**src/rtl/relay_pulse_controller.sv**
```systemverilog
// relay_pulse_controller: latching-relay coil pulse sequencer, 4 channels.
// Sequence per command: deadtime, coil pulse, contact settle, done strobe.
//
// Ports:
//   clk           in   system clock (single domain)
//   rst           in   synchronous active-high reset
//   relay_en      in   single-cycle command strobe
//   relay_dir     in   1 = set coil, 0 = reset coil (sampled with relay_en)
//   relay_channel in   [1:0] relay index (sampled with relay_en)
//   relay_done    out  one-cycle completion pulse
//   busy          out  high whenever the sequencer is not idle
//   coil_set      out  [3:0] registered set-coil drivers
//   coil_reset    out  [3:0] registered reset-coil drivers
//   relay_state   out  [3:0] last commanded state per channel (1 = set)
//
// Build option: define RELAY_STATE_TRACK_EN to track relay_state and
// skip the pulse when a channel is already in the commanded position.
// Without it relay_state reads 0 and every command pulses the coil.

module relay_pulse_controller #(
  parameter int unsigned DEADTIME_CYCLES = 188,
  parameter int unsigned PULSE_CYCLES    = 1875000,
  parameter int unsigned SETTLE_CYCLES   = 187500
) (
  input  logic       clk,
  input  logic       rst,
  input  logic       relay_en,
  input  logic       relay_dir,
  input  logic [1:0] relay_channel,
  output logic       relay_done,
  output logic       busy,
  output logic [3:0] coil_set,
  output logic [3:0] coil_reset,
  output logic [3:0] relay_state
);

  typedef enum logic [2:0] {
    IDLE   = 3'd0,
    DEAD   = 3'd1,
    PULSE  = 3'd2,
    SETTLE = 3'd3,
    DONE   = 3'd4
  } state_e;

  localparam logic [23:0] DEAD_LD   = 24'(DEADTIME_CYCLES - 1);
  localparam logic [23:0] PULSE_LD  = 24'(PULSE_CYCLES - 1);
  localparam logic [23:0] SETTLE_LD = 24'(SETTLE_CYCLES - 1);

  state_e      state_q, state_d;
  logic [23:0] cnt_q, cnt_d;
  logic [1:0]  ch_q, ch_d;
  logic        dir_q, dir_d;
  logic        pend_v_q, pend_v_d;
  logic [1:0]  pend_ch_q, pend_ch_d;
  logic        pend_dir_q, pend_dir_d;
  logic [3:0]  coil_set_q, coil_set_d;
  logic [3:0]  coil_reset_q, coil_reset_d;
  logic [3:0]  sel_onehot;

  // Command chosen in IDLE: a live strobe beats a waiting one.
  logic        take;
  logic [1:0]  take_ch;
  logic        take_dir;
  logic        skip;

`ifdef RELAY_STATE_TRACK_EN
  logic [3:0]  rs_q, rs_d;
`endif

  always_comb begin
    take     = relay_en | pend_v_q;
    take_ch  = relay_en ? relay_channel : pend_ch_q;
    take_dir = relay_en ? relay_dir : pend_dir_q;
`ifdef RELAY_STATE_TRACK_EN
    skip     = (rs_q[take_ch] == take_dir);
`else
    skip     = 1'b0;
`endif
  end

  always_comb begin
    state_d    = state_q;
    cnt_d      = cnt_q;
    ch_d       = ch_q;
    dir_d      = dir_q;
    pend_v_d   = pend_v_q;
    pend_ch_d  = pend_ch_q;
    pend_dir_d = pend_dir_q;

    // While busy (including DONE) a strobe parks in the slot,
    // overwriting any request that has not started yet.
    if (relay_en && state_q != IDLE) begin
      pend_v_d   = 1'b1;
      pend_ch_d  = relay_channel;
      pend_dir_d = relay_dir;
    end

    unique case (state_q)
      IDLE: begin
        if (take) begin
          pend_v_d = 1'b0;
          ch_d     = take_ch;
          dir_d    = take_dir;
          if (skip) begin
            state_d = DONE;
            cnt_d   = '0;
          end else begin
            state_d = DEAD;
            cnt_d   = DEAD_LD;
          end
        end
      end
      DEAD: begin
        if (cnt_q == '0) begin
          state_d = PULSE;
          cnt_d   = PULSE_LD;
        end else begin
          cnt_d = cnt_q - 24'd1;
        end
      end
      PULSE: begin
        if (cnt_q == '0) begin
          state_d = SETTLE;
          cnt_d   = SETTLE_LD;
        end else begin
          cnt_d = cnt_q - 24'd1;
        end
      end
      SETTLE: begin
        if (cnt_q == '0) begin
          state_d = DONE;
        end else begin
          cnt_d = cnt_q - 24'd1;
        end
      end
      DONE: begin
        state_d = IDLE;
      end
      default: begin
        state_d = IDLE;
        cnt_d   = '0;
      end
    endcase
  end

  always_comb begin
    sel_onehot = '0;
    unique case (1'b1)
      (ch_d == 2'd0): sel_onehot = 4'b0001;
      (ch_d == 2'd1): sel_onehot = 4'b0010;
      (ch_d == 2'd2): sel_onehot = 4'b0100;
      default:        sel_onehot = 4'b1000;
    endcase
  end

  // Coil flops follow the next state so the drive lines up
  // exactly with the PULSE cycles and is glitch-free.
  always_comb begin
    coil_set_d   = '0;
    coil_reset_d = '0;
    if (state_d == PULSE) begin
      if (dir_d) coil_set_d   = sel_onehot;
      else       coil_reset_d = sel_onehot;
    end
  end

`ifdef RELAY_STATE_TRACK_EN
  always_comb begin
    rs_d = rs_q;
    if (state_d == DONE && state_q != DONE) begin
      rs_d[ch_d] = dir_d;
    end
  end
`endif

  always_ff @(posedge clk) begin
    if (rst) begin
      state_q      <= IDLE;
      cnt_q        <= '0;
      ch_q         <= '0;
      dir_q        <= 1'b0;
      pend_v_q     <= 1'b0;
      pend_ch_q    <= '0;
      pend_dir_q   <= 1'b0;
      coil_set_q   <= '0;
      coil_reset_q <= '0;
    end else begin
      state_q      <= state_d;
      cnt_q        <= cnt_d;
      ch_q         <= ch_d;
      dir_q        <= dir_d;
      pend_v_q     <= pend_v_d;
      pend_ch_q    <= pend_ch_d;
      pend_dir_q   <= pend_dir_d;
      coil_set_q   <= coil_set_d;
      coil_reset_q <= coil_reset_d;
    end
  end

`ifdef RELAY_STATE_TRACK_EN
  always_ff @(posedge clk) begin
    if (rst) rs_q <= '0;
    else     rs_q <= rs_d;
  end
  assign relay_state = rs_q;
`else
  assign relay_state = 4'b0000;
`endif

  assign relay_done = (state_q == DONE);
  assign busy       = (state_q != IDLE);
  assign coil_set   = coil_set_q;
  assign coil_reset = coil_reset_q;

endmodule
```
**config.mk**
```make
export PLATFORM = sky130hd
export DESIGN_NAME = relay_pulse_controller
export DESIGN_NICKNAME = d
export VERILOG_FILES = /design/src/rtl/relay_pulse_controller.sv
export SDC_FILE = /design/constraint.sdc
export NUM_CORES = 1
export LEC_CHECK = 0
export ABC_AREA = 1
export BUFFER_PORTS_ARGS = -buffer_cell sky130_fd_sc_hd__clkbuf_2
export CORE_ASPECT_RATIO = 0.6
export CORE_MARGIN = 5
export CORE_UTILIZATION = 40
export DETAILED_ROUTE_END_ITERATION = 10
export GPL_TIMING_DRIVEN = 0
export PLACE_DENSITY_LB_ADDON = 0.05
export SLEW_MARGIN = 5
export SYNTH_ARGS = -nofsm -noshare
export SYNTH_HDL_FRONTEND = slang
export SYNTH_SLANG_ARGS = --single-unit
```
**constraint.sdc**
```tcl
create_clock -name clk -period 2.6 [get_ports clk]
set_input_delay 0 -clock clk [delete_from_list [all_inputs] [get_ports clk]]
set_output_delay 0 -clock clk [all_outputs]
set_load 0.01 [all_outputs]
```
# Word-level counts from Yosys, hierarchy flattened

Index checks and enable logic that the tools add are counted.

Register bits: 42
Bits of input ports: 6
Word-level logic and storage cells: 51

Add/subtract/negate cells: 1
Equal/unequal tests: 9
Multiplexer cells: 20
Bitwise logic cells: 4
Reduce and logical (&&, ||, !) cells: 8

Operator list:

| kind                  | count |
|---|---|
| $pmux 24 s5           | 1 |
| $mux 24               | 4 |
| $logic_not 24->1      | 1 |
| $sub 24x1->24 const B | 1 |
| $mux 3                | 4 |
| $pmux 3 s4            | 1 |
| $pmux 4 s3            | 1 |
| $eq 3x2->1 const B    | 3 |
| $mux 1                | 6 |
| $mux 2                | 3 |
| $reduce_or 3->1       | 2 |
| $ne 2x2->1 const B    | 2 |
| $eq 3x1->1 const B    | 1 |
| $eq 3x3->1 const B    | 1 |
| $logic_not 3->1       | 1 |
| $not 1->1             | 3 |
| $reduce_and 3->1      | 1 |
| $reduce_bool 3->1     | 1 |
| $eq 2x1->1 const B    | 1 |
| $eq 2x2->1 const B    | 1 |
| $logic_not 2->1       | 1 |
| $logic_and 1x1->1     | 1 |
| $or 1x1->1            | 1 |

# Depth between registers and ports, before layout

Gate-level depths: netlist (run 1).

Depth in word-level cells: 6
Gate-level depth with buffers: 11
Depth with buffers taken out: 11

# Worst setup path after synthesis (run 1)

OpenSTA, ideal clock, no wires.

Path kind: reg-to-reg
Start point: register cnt_q[0]
End point: register cnt_q[9]
Setup time: 0.118 ns
Arrival: 1.418 ns
Required time: 2.482 ns
Path slack: 1.064 ns
Stages on the path, launching flop included: 12
Buffers on the path: 0
Period minus slack after synthesis: 1.536 ns
Path through: dfxtp_1 -> inv_1 -> ha_1 -> nand2_4 -> nor2_8 -> nand3_4 -> nand2_1 -> inv_2 -> nor2_1 -> nand2_1 -> nand3_1 -> nor2_1

Cells in the longest elaborated chain, start to end: 3

Ends and longest elaborated chain:

| what                                              | line | text |
|---|---|---|
| start, declared                                   | 50   | `logic [23:0] cnt_q, cnt_d;` |
| start signal, assigned                            | 189  | `cnt_q <= cnt_d;` |
| $sub 24x1->24 or $logic_not 24->1 (tied branches) | n/a  |  |
| $mux 24 (tied with other cells)                   | 130  | `if (cnt_q == '0) begin` |
| $pmux 24 s5 or $reduce_and 3->1 (tied branches)   | n/a  |  |

Parallel ways exist; a longest one is shown, timed or not. The select of a mux whose other input is x is not followed.
A chain may end at the register's enable or synchronous reset.

# Final worst setup path (run 1)

Start point: register cnt_q[0]
End point: register coil_reset_q[2], in the netlist coil_reset[2]

Cells in the longest elaborated chain, start to end: 6

Ends and longest elaborated chain:

| what                                 | line          | text |
|---|---|---|
| $logic_not 24->1 (*)                 | 114, 122, 130 |  |
| $mux 3, on equally long branches     | 130, 114, 122 |  |
| $pmux 3 s4 (*)                       | 98            | `unique case (state_q)` |
| $eq 3x2->1 (*)                       | 161           | `if (state_d == PULSE) begin` |
| $not 1->1 (no source line) (*)       | n/a           |  |
| $reduce_or 3->1 (no source line) (*) | n/a           |  |
| end signal, assigned                 | 196           | `coil_reset_q <= coil_reset_d;` |
| end, declared                        | 57            | `logic [3:0] coil_reset_q, coil_reset_d;` |

Every way passes the cells marked *; elsewhere a longest branch is shown, timed or not.

==> flow_metrics.py, run 1 <==
metrics = {
    "worst_setup_path": {
        "path_class": "register to register",
        "crit_fanout": 7,
        "worstSetupEndpoint": "coil_reset[2]",
        "reg2reg_to": "coil_reset[2]",
        "crit_arrival_ns": 2.15,
        "required_ns": 2.83,
        "timing.rr.start": "cnt_q[0]",
        "crit_path_start_kind": "register",
        "critPathCaptureType": "register",
        "rr_worst_depth": 9,
        "critPathLaunch": "cnt_q[0]",
        "rrSetupSlack_ns": 0.68,
    },
    "synth": {
        "avgSynthCellArea_um2": 6.841,
        "synth_area_leaders": "dfxtp_1 (35%), nand2_1 (14%), nor2_1 (9.6%)",
        "ys_seq_area_share_pct": 34.82,
        "synth_area_um2": 2415,
        "synth_edf_count": 0,
        "synth_top_area_share_pct": 34.82,
        "post_synth_most_frequent_cells": "nand2_1 (87), nor2_1 (62), dfxtp_1 (42)",
        "synthCells": 353,
        "yosysTopAreaCell": "dfxtp_1",
        "synth.most_common_cell": "nand2_1",
        "ys.flop_type": "dfxtp_1",
        "ys_warn_count": 0,
        "synth.distinct_cells": 39,
        "synth-async-reset-ratio_pct": 0,
        "ys_ff_latch": 42,
    },
    "final_layout": {
        "fillCellCount": 611,
        "layout-drive-gt1-share_pct": 17.59,
        "diodes": 0,
        "area.growth.synth_to_final_pct": 14.46,
        "nNetsFinal": 387,
    },
    "place": {
        "numPortBuffers": 14,
        "gp_congestion": 0.8378,
        "hpwl_mm": 4.709,
    },
    "detailed_routing": {
        "dr.pass1.iters": 5,
        "avgRoutedWirePerCell_um": 13.04,
        "first_iter_violations": 113,
        "ant_nets": 0,
        "wl_mm": 6.010,
        "viasPerCell": 4.627,
        "drc": 0,
        "vias": 2133,
    },
    "clock_network": {
        "clockRootBuffer": "clkbuf_8",
        "clock_path_buffers": 2,
        "htree_levels": 2,
        "cts_num_sinks": 42,
        "clock_latency_ns": 0.30,
        "cts-resized-gates": 0,
        "tritoncts": "built",
        "numCtsBuffers": 5,
        "clkTransAtPathRegs_ns": 0.08,
    },
    "sta": {
        "rsz0062_at_grt": "no",
        "whs_ns": 0.1559,
        "finalSetupViolCount": 0,
        "fin_worst_skew_ns": 0.01119,
        "tns_ns": 0,
        "period_needed_ns": 1.921,
        "maxSlewHeadroom_pct": 62.03,
        "drv_slew": 0,
        "post-route-period-util_pct": 73.90,
        "hold_violations": 0,
        "max_freq_mhz": 520.4,
        "tightest_slew_ns": 0.5635,
    },
    "power": {
        "ir_drop_uv": 298.7,
        "power_density_nw_per_um2": 782.1,
        "power_leakage_nw": 1.310,
    },
    "floorplan": {
        "io_pins": 20,
        "die_area_um2": 7742,
        "die_w_um": 110.3,
        "core_um2": 5702,
        "die_h_um": 70.19,
        "start_util_pct": 42.35,
        "num_rows": 21,
    },
    "global_routing": {
        "grtUsageTotal_pct": 17.22,
        "grt_max_degree": 15,
        "grt_pass1_vias": 1991,
        "overflow": 0,
        "grt_pass1_wl_mm": 10.33,
        "antenna_found_initial": 0,
    },
    "run": {
        "cap_viol_max_count": 0,
    },
    "min_path": {
        "hp-class": "input port to register",
    },
    "outcome": {
        "outcome": "completed",
    },
}
## kinds of logic (layout without fill, tap and decap cells)
kind of cell	Yosys count	after routing	share of synthesized area [%]
other	1	4	0.1553
and+or+nand+nor	201	201	40.52
DFF	42	42	34.82
xor gates and xnor gates	12	12	4.352
AOI/OAI and AO/OA	47	47	10.62
buffers and inverters	49	74	9.016
adders and majority gates	1	1	0.5181
## power by group
group	total [mW]	internal (mW)	switching [mW]	leakage, nW
logic	0.778	0.262	0.516	0.900
clock network	0.629	0.385	0.245	0.0683
registers	0.755	0.699	0.0558	0.342
total	2.16	1.35	0.816	1.31
## cell usage in the layout (no fill, tap or decap), drive strengths merged
cell type,n
nor2,75
bufinv,2
and2,1
nand2,95
a21oi,25
a31o,1
ha,1
a211oi,2
o211ai,1
nand4,3
xnor2,4
or2,4
xor2,8
o21bai,1
dfxtp,42
nand3,18
conb,4
o21ai,17
inv,38
clkinv,2
dlygate4sd3,3
buf,8
nor3,3
clkbuf,21
nand3b,2
## metal layers
metal  up-vias  share of wire, %  track usage [%]  wire length, um
met4         0              0.58            2.459               35
met2        31                36            21.77             2145
met1       943                58            29.34             3500
met3         4               5.5            3.315              329
li1       1155                 -                -                -
met5         -                 0                0                0
## what timing repair did
item,CTS,global route
buffers inserted,0,0
hold buffers,3,0
hold endpoints to repair,3,0
## worst min path at each step
stage / from / endpoint / slack, ns / depth (start not counted)
2_1_floorplan: relay_dir / pend_dir_q / 0.13 / 2
3_3_place_gp: relay_dir / pend_dir_q / 0.27 / 3
3_5_place_dp: relay_dir / pend_dir_q / 0.27 / 3
4_1_cts: rst / cnt_q[6] / 0.15 / 2
5_1_grt: rst / cnt_q[5] / 0.19 / 2
6_report: rst / cnt_q[5] / 0.16 / 2
## state kept, by name, summed over array words and instances, names as in the netlist
| name | flops |
|---|---|
| ch_q | 2 |
| cnt_q | 24 |
| coil_reset | 4 |
| coil_set | 4 |
| dir_q | 1 |
| pend_ch_q | 2 |
| pend_dir_q | 1 |
| pend_v_q | 1 |
| state_q | 3 |
## worst max-delay path, cell delays in order, from the launching register on
cell and delay (ns):
dfxtp_1 0.35, inv_1 0.06, ha_1 0.25, nand2_4 0.11, nor2_8 0.20, and2_1 0.19, nand3_1 0.20, nand3_2 0.17
nand4_2 0.18, nor2_1 0.14
## per-stage QoR
stage	power, mW	util [%]	cells	setup slack [ns]	instance area (um2)
final	2.162	48.47	461	0.6785	2764
after global routing	2.319	48.47	461	0.4988	2764
after CTS	2.172	48.47	461	0.7095	2764
after detailed placement	1.538	45.53	450	0.7382	2596
after global placement	1.536	45.53	450	0.7111	2596
after floorplan	1.368	-	356	1.064	2426
## layout make-up
class / instances / area [um2] / area share, %
Sequential cell: 42 / 840.8 / 30.42
Tap cell: 80 / 100.1 / 3.622
Timing Repair Buffer: 17 / 100.1 / 3.622
Clock inverter: 3 / 68.82 / 2.490
Inverter: 39 / 146.4 / 5.297
Multi-Input combinational cell: 265 / 1368 / 49.48
Clock buffer: 5 / 68.82 / 2.490
Buffer: 10 / 71.32 / 2.580
Power figures use the tool's default switching activity.
==> run 2: changes to the inputs <==
==> constraint.sdc (replaced) <==
create_clock -name clk -period 1.6 [get_ports clk]
set_input_delay 0 -clock clk [delete_from_list [all_inputs] [get_ports clk]]
set_output_delay 0 -clock clk [all_outputs]
set_load 0.01 [all_outputs]
==> run 2 against run 1 <==
Net effect: clock power is 62% higher; sequential share of layout area fell by 4.7 points; the flow now finishes with violations (negative setup slack); final cell count increased by 6.1%.
==> flow_metrics.py, run 2 (synthesis gave the netlist of run 1 again) <==
metrics = {
    "outcome": {
        "outcome": "finished with violations",
        "violations": "negative setup slack",
    },
    "power": {
        "total_power_mw": 4.098,
        "power_density_nw_per_um2": 1206,
        "internal_power_mw": 2.525,
        "ir_drop_uv": 488.5,
        "p_sw_share_pct": 38.39,
        "power_frac_clock_pct": 24.8,
        "power_leakage_nw": 1.557,
        "combPwrFrac_pct": 44.7,
        "sequentialPowerShare_pct": 30.4,
        "power.switching_mw": 1.573,
    },
    "clock_network": {
        "tritoncts": "built",
        "numCtsBuffers": 5,
        "clockRootBuffer": "clkbuf_8",
        "clock_latency_ns": 0.30,
        "cts_num_sinks": 42,
        "htree_levels": 2,
        "clkTransAtPathRegs_ns": 0.09,
        "clock_path_buffers": 2,
    },
    "final_layout": {
        "final_common_cell": "nand2_1",
        "fin_area_um2": 3397,
        "nNetsFinal": 415,
        "area.growth.synth_to_final_pct": 40.67,
        "regMostFlops": "cnt_q",
        "layout_common_cells": "nand2_1 (77), nor2_1 (44), inv_1 (31)",
        "layout-drive-gt1-share_pct": 39.36,
        "largest_reg_flops": 24,
        "diodes": 0,
    },
    "floorplan": {
        "die_h_um": 70.19,
        "start_util_pct": 42.35,
        "num_rows": 21,
        "io_pins": 20,
        "core_um2": 5702,
        "die_w_um": 110.3,
        "die_area_um2": 7742,
    },
    "detailed_routing": {
        "met2_length_mm": 2.727,
        "wl_mm": 6.962,
        "first_iter_violations": 79,
        "dr_wl_met3_um": 348,
        "vias": 2326,
        "viasPerCell": 4.757,
        "top_layer": "met4",
        "avgRoutedWirePerCell_um": 14.24,
        "ant_nets": 0,
        "wl_met1_mm": 3.853,
        "dr.pass1.iters": 4,
        "drc": 0,
    },
    "sta": {
        "period_needed_ns": 1.674,
        "rsz0062_at_grt": "yes",
        "drv_slew": 0,
        "finalSetupViolCount": 19,
        "fin_worst_skew_ns": 0.01112,
        "tightest_slew_ns": 0.6840,
        "post-route-period-util_pct": 104.7,
        "max_freq_mhz": 597.2,
        "setup_slack_ns": -0.07443,
        "maxSlewHeadroom_pct": 54.40,
        "hold_violations": 0,
    },
    "global_routing": {
        "antenna_found_initial": 0,
        "grt_pass1_vias": 2073,
        "overflow": 0,
        "grt_max_degree": 15,
        "grtUsageTotal_pct": 17.72,
        "grt_pass1_wl_mm": 10.67,
    },
    "place": {
        "gp_congestion": 0.8378,
        "dpl_cell_area_um2": 2596,
        "numPortBuffers": 14,
        "hpwl_mm": 4.709,
    },
    "worst_setup_path": {
        "cpMaxStageDelayCell": "dfxtp_1",
        "critPathCaptureType": "register",
        "critPathMaxStageDelay_ns": 0.38,
        "crit_arrival_ns": 1.90,
        "path_delay_family": "simple AND/OR/NAND/NOR gates",
        "path_class": "register to register",
        "required_ns": 1.83,
        "path_cells": "nor2_4 > nand2_4 > nor2_8 > nand3_4 > buf_6 > a21oi_4 > buf_4 > o21ai_2 > a21oi_1",
        "crit_fanout": 4,
        "critPathBufInv": 2,
        "crit_path_start_kind": "register",
    },
    "min_path": {
        "hp-class": "input port to register",
    },
    "run": {
        "cap_viol_max_count": 0,
    },
}
## run 2: cell types whose count changed in the layout (fill, tap and decap cells not counted), moves of 8 or more
cell     delta
dfxtp_2    +11
a21oi_1     -9
nor2_2      +8
buf_4      +20
nor2_4     +10
nor2_1     -18
nand2_1    -10
dfxtp_1    -16
## run 2: worst paths after layout
kind	startpoint	to	slack (ns)	cells after the start
setup / recovery	cnt_q[2]	cnt_q[1]	-0.07	9
hold reg to reg	pend_ch_q[1]	pend_ch_q[1]	0.47	2
setup reg to reg	cnt_q[2]	cnt_q[1]	-0.07	9
hold / removal	rst	cnt_q[5]	0.17	2
## run 2: worst register-to-register path, stage by stage, from the launching register on
cell and delay, ns:
dfxtp_1 0.38, nor2_4 0.16, nand2_4 0.09, nor2_8 0.18, nand3_4 0.13, buf_6 0.15
a21oi_4 0.20, buf_4 0.16, o21ai_2 0.05, a21oi_1 0.11
## run 2: area by class of cell
class	count	area, um2
Inverter	39	158.9
Clock inverter	3	68.82
Fill cell	549	2305
Multi-Input combinational cell	265	1654
Buffer	10	86.33
Tap cell	80	100.1
Timing Repair Buffer	45	386.6
Clock buffer	5	68.82
Sequential cell	42	873.3
## run 2: routing by layer
layer | up-vias | GRT usage [%]
li1 | 1210 | -
met1 | 1072 | 29.29
met2 | 40 | 23.05
met3 | 4 | 4.052
met4 | 0 | 2.459
met5 | - | 0
## run 2: metrics by stage
stage / cells / TNS [ns] / util (%) / setup slack, ns / hold WS [ns]
2_1_floorplan: 356 / 0 / - / 0.06400 / 0.1349
3_3_place_gp: 450 / -5.483 / 45.53 / -0.2889 / 0.2652
3_5_place_dp: 450 / -5.392 / 45.53 / -0.2618 / 0.2651
4_1_cts: 470 / 0 / 51.50 / 0.0009659 / 0.1547
5_1_grt: 489 / -3.529 / 59.58 / -0.1744 / 0.1856
6_report: 489 / -0.8328 / 59.58 / -0.07443 / 0.1717
## run 2: what timing repair did
item | in CTS | in global routing
setup buffers | 9 | 16
gates cloned | 0 | 3
resized for setup | 36 | 74
pin swaps | 14 | 21
hold endpoints to repair | 3 | 0
setup endpoints to repair | 34 | 34
hold buffers | 3 | 0
## run 2: power groups by stage
stage          Clock (mW)  Sequential [mW]  Combinational [mW]
2_1_floorplan           0             1.23               0.996
3_5_place_dp            0             1.25                1.25
3_3_place_gp            0             1.25                1.25
4_1_cts              1.04             1.23                1.42
6_report             1.02             1.25                1.83
5_1_grt              1.09             1.26                2.00
==> run 3: changes to the inputs <==
==> constraint.sdc (replaced) <==
create_clock -name clk -period 1.6 [get_ports clk]
set_input_delay 0.4 -clock clk [delete_from_list [all_inputs] [get_ports clk]]
set_output_delay 0.4 -clock clk [all_outputs]
set_load 0.01 [all_outputs]
==> run 3 against run 2 <==
Net effect: the flow still finishes with violations (negative setup slack); power increased by 2.5%; hold slack improved by 0.20 ns; flip-flop and latch count did not move; wire length fell by 0.90%; highest routed layer unchanged; core utilization up 0.86 points; clock-buffer cell count is the same; sequential power is essentially flat; critical endpoint is now cnt_q[17]; setup slack improved by 0.029 ns.
==> flow_metrics.py, run 3 (synthesis gave the netlist of run 1 again) <==
metrics = {
    "outcome": {
        "outcome": "finished with violations",
        "violations": "negative setup slack",
    },
    "clock_network": {
        "cts_num_sinks": 42,
        "postCtsHoldBufs": 0,
        "tritoncts": "built",
        "clockRootBuffer": "clkbuf_8",
        "clock_path_buffers": 2,
        "htree_levels": 2,
        "numCtsBuffers": 5,
        "clkTransAtPathRegs_ns": 0.09,
        "clock_latency_ns": 0.29,
    },
    "final_layout": {
        "layout-drive-gt1-share_pct": 42.40,
        "regMostFlops": "cnt_q",
        "largest_reg_flops": 24,
        "final_common_cell": "nand2_1",
        "layout_common_cells": "nand2_1 (79), nor2_1 (41), inv_1 (30)",
        "area.growth.synth_to_final_pct": 42.69,
        "instances_no_fill": 488,
        "nNetsFinal": 414,
        "diodes": 0,
    },
    "global_routing": {
        "antenna_found_initial": 0,
        "overflow": 0,
        "grtUsageTotal_pct": 17.63,
        "grt_pass1_wl_mm": 10.59,
        "grt_pass1_vias": 2058,
        "grt_max_degree": 15,
    },
    "place": {
        "dp_cells": 450,
        "hpwl_mm": 4.709,
        "pre_cts_slack_ns": -0.2618,
        "numPortBuffers": 14,
        "gp_congestion": 0.8378,
    },
    "detailed_routing": {
        "ant_nets": 0,
        "wl_mm": 6.899,
        "dr.pass1.iters": 4,
        "avgRoutedWirePerCell_um": 14.14,
        "viasPerCell": 4.770,
        "drc": 0,
        "vias": 2328,
        "first_iter_violations": 171,
    },
    "worst_setup_path": {
        "path_class": "register to register",
        "critPathCaptureType": "register",
        "timing.rr.start": "cnt_q[1]",
        "worstSetupEndpoint": "cnt_q[17]",
        "rrSetupSlack_ns": -0.05,
        "crit_path_start_kind": "register",
        "required_ns": 1.82,
        "crit_fanout": 5,
        "reg2reg_to": "cnt_q[17]",
        "critPathLaunch": "cnt_q[1]",
        "crit_arrival_ns": 1.87,
        "rr_worst_depth": 10,
    },
    "sta": {
        "setup_slack_ns": -0.04502,
        "tightest_slew_ns": 0.6760,
        "rsz0062_at_grt": "yes",
        "period_needed_ns": 1.645,
        "post-route-period-util_pct": 102.8,
        "hold_violations": 0,
        "finalSetupViolCount": 14,
        "maxSlewHeadroom_pct": 54.93,
        "fin_worst_skew_ns": 0.009028,
        "drv_slew": 0,
        "max_freq_mhz": 607.9,
    },
    "floorplan": {
        "start_util_pct": 42.35,
        "die_area_um2": 7742,
        "die_h_um": 70.19,
        "die_w_um": 110.3,
        "io_pins": 20,
        "num_rows": 21,
        "core_um2": 5702,
    },
    "power": {
        "ir_drop_uv": 501.4,
        "power_leakage_nw": 1.552,
        "p_sw_share_pct": 38.46,
        "power.switching_mw": 1.616,
        "internal_power_mw": 2.586,
        "sequentialPowerShare_pct": 29.8,
        "combPwrFrac_pct": 46.1,
        "power_frac_clock_pct": 24.1,
        "power_density_nw_per_um2": 1219,
    },
    "min_path": {
        "hp-class": "input port to register",
    },
    "run": {
        "cap_viol_max_count": 0,
    },
}
[run 3: cell types whose count changed in the layout (fill, tap and decap cells not counted), moves of 3 or more]
cell and delta:
dfxtp_1 -5, dlygate4sd3_1 -3, nor2_1 -3, dfxtp_2 +5, nand3_1 -3, buf_4 +3
[run 3: layout make-up]
cell class              instances  area, um2
multi-input cells             265       1718
repair buffers                 44      362.8
inverters                      39      161.4
clock buffers                   5      68.82
flip-flops and latches         42      879.6
well taps                      80      100.1
clock inverters                 3      68.82
fillers                       534       2256
plain buffers                  10      86.33
[run 3: repair_timing]
item,4_1_cts,5_1_grt
endpoints found under the setup margin,35,36
resized for setup,39,89
endpoints found under the hold margin,0,0
cloned,0,2
buffers inserted,6,22
pin swaps,14,29
[run 3: power by group through the flow]
stage | Combinational (mW) | Sequential [mW] | Clock (mW)
finish | 1.94 | 1.25 | 1.01
floorplan | 0.996 | 1.23 | 0
global route | 2.11 | 1.26 | 1.09
detailed placement | 1.25 | 1.25 | 0
CTS | 1.40 | 1.24 | 1.04
global placement | 1.25 | 1.25 | 0
[run 3: through the flow]
| stage | area, um2 | hold slack, ns | util (%) | setup TNS, ns | total power [mW] |
|---|---|---|---|---|---|
| 5_1_grt | 3446 | 0.3832 | 60.43 | -2.759 | 4.462 |
| 2_1_floorplan | 2426 | 0.4344 | - | 0 | 2.223 |
| 6_report | 3446 | 0.3707 | 60.43 | -0.3471 | 4.202 |
| 3_3_place_gp | 2596 | 0.4516 | 45.53 | -5.491 | 2.496 |
| 3_5_place_dp | 2596 | 0.4569 | 45.53 | -5.392 | 2.500 |
| 4_1_cts | 2888 | 0.3557 | 50.65 | 0 | 3.675 |
[run 3: worst min-delay path by stage]
stage | to | depth (start not counted) | slack, ns | start
6_report | pend_dir_q | 3 | 0.37 | relay_dir
5_1_grt | pend_ch_q[1] | 3 | 0.38 | relay_channel[1]
4_1_cts | pend_dir_q | 3 | 0.36 | relay_dir
3_5_place_dp | pend_ch_q[1] | 2 | 0.46 | pend_ch_q[1]
3_3_place_gp | pend_ch_q[1] | 2 | 0.45 | pend_ch_q[1]
2_1_floorplan | pend_ch_q[0] | 2 | 0.43 | pend_ch_q[0]
[run 3: critical path, cell delays in order, from the launching register on]
cell	delay, ns
dfxtp_2	0.34
inv_2	0.07
ha_4	0.16
nand2_8	0.07
nor2_8	0.17
nand3_4	0.12
buf_12	0.17
nor2_4	0.18
buf_6	0.13
a21oi_1	0.04
a21oi_1	0.12
[run 3: layer usage]
metal | GRT usage (%) | vias up | wire [um] | share of wire [%]
li1 | - | 1208 | - | -
met2 | 22.92 | 45 | 2799 | 41
met4 | 2.459 | 0 | 31 | 0.45
met5 | 0 | - | 0 | 0
met1 | 29.12 | 1071 | 3668 | 53
met3 | 4.052 | 4 | 399 | 5.8
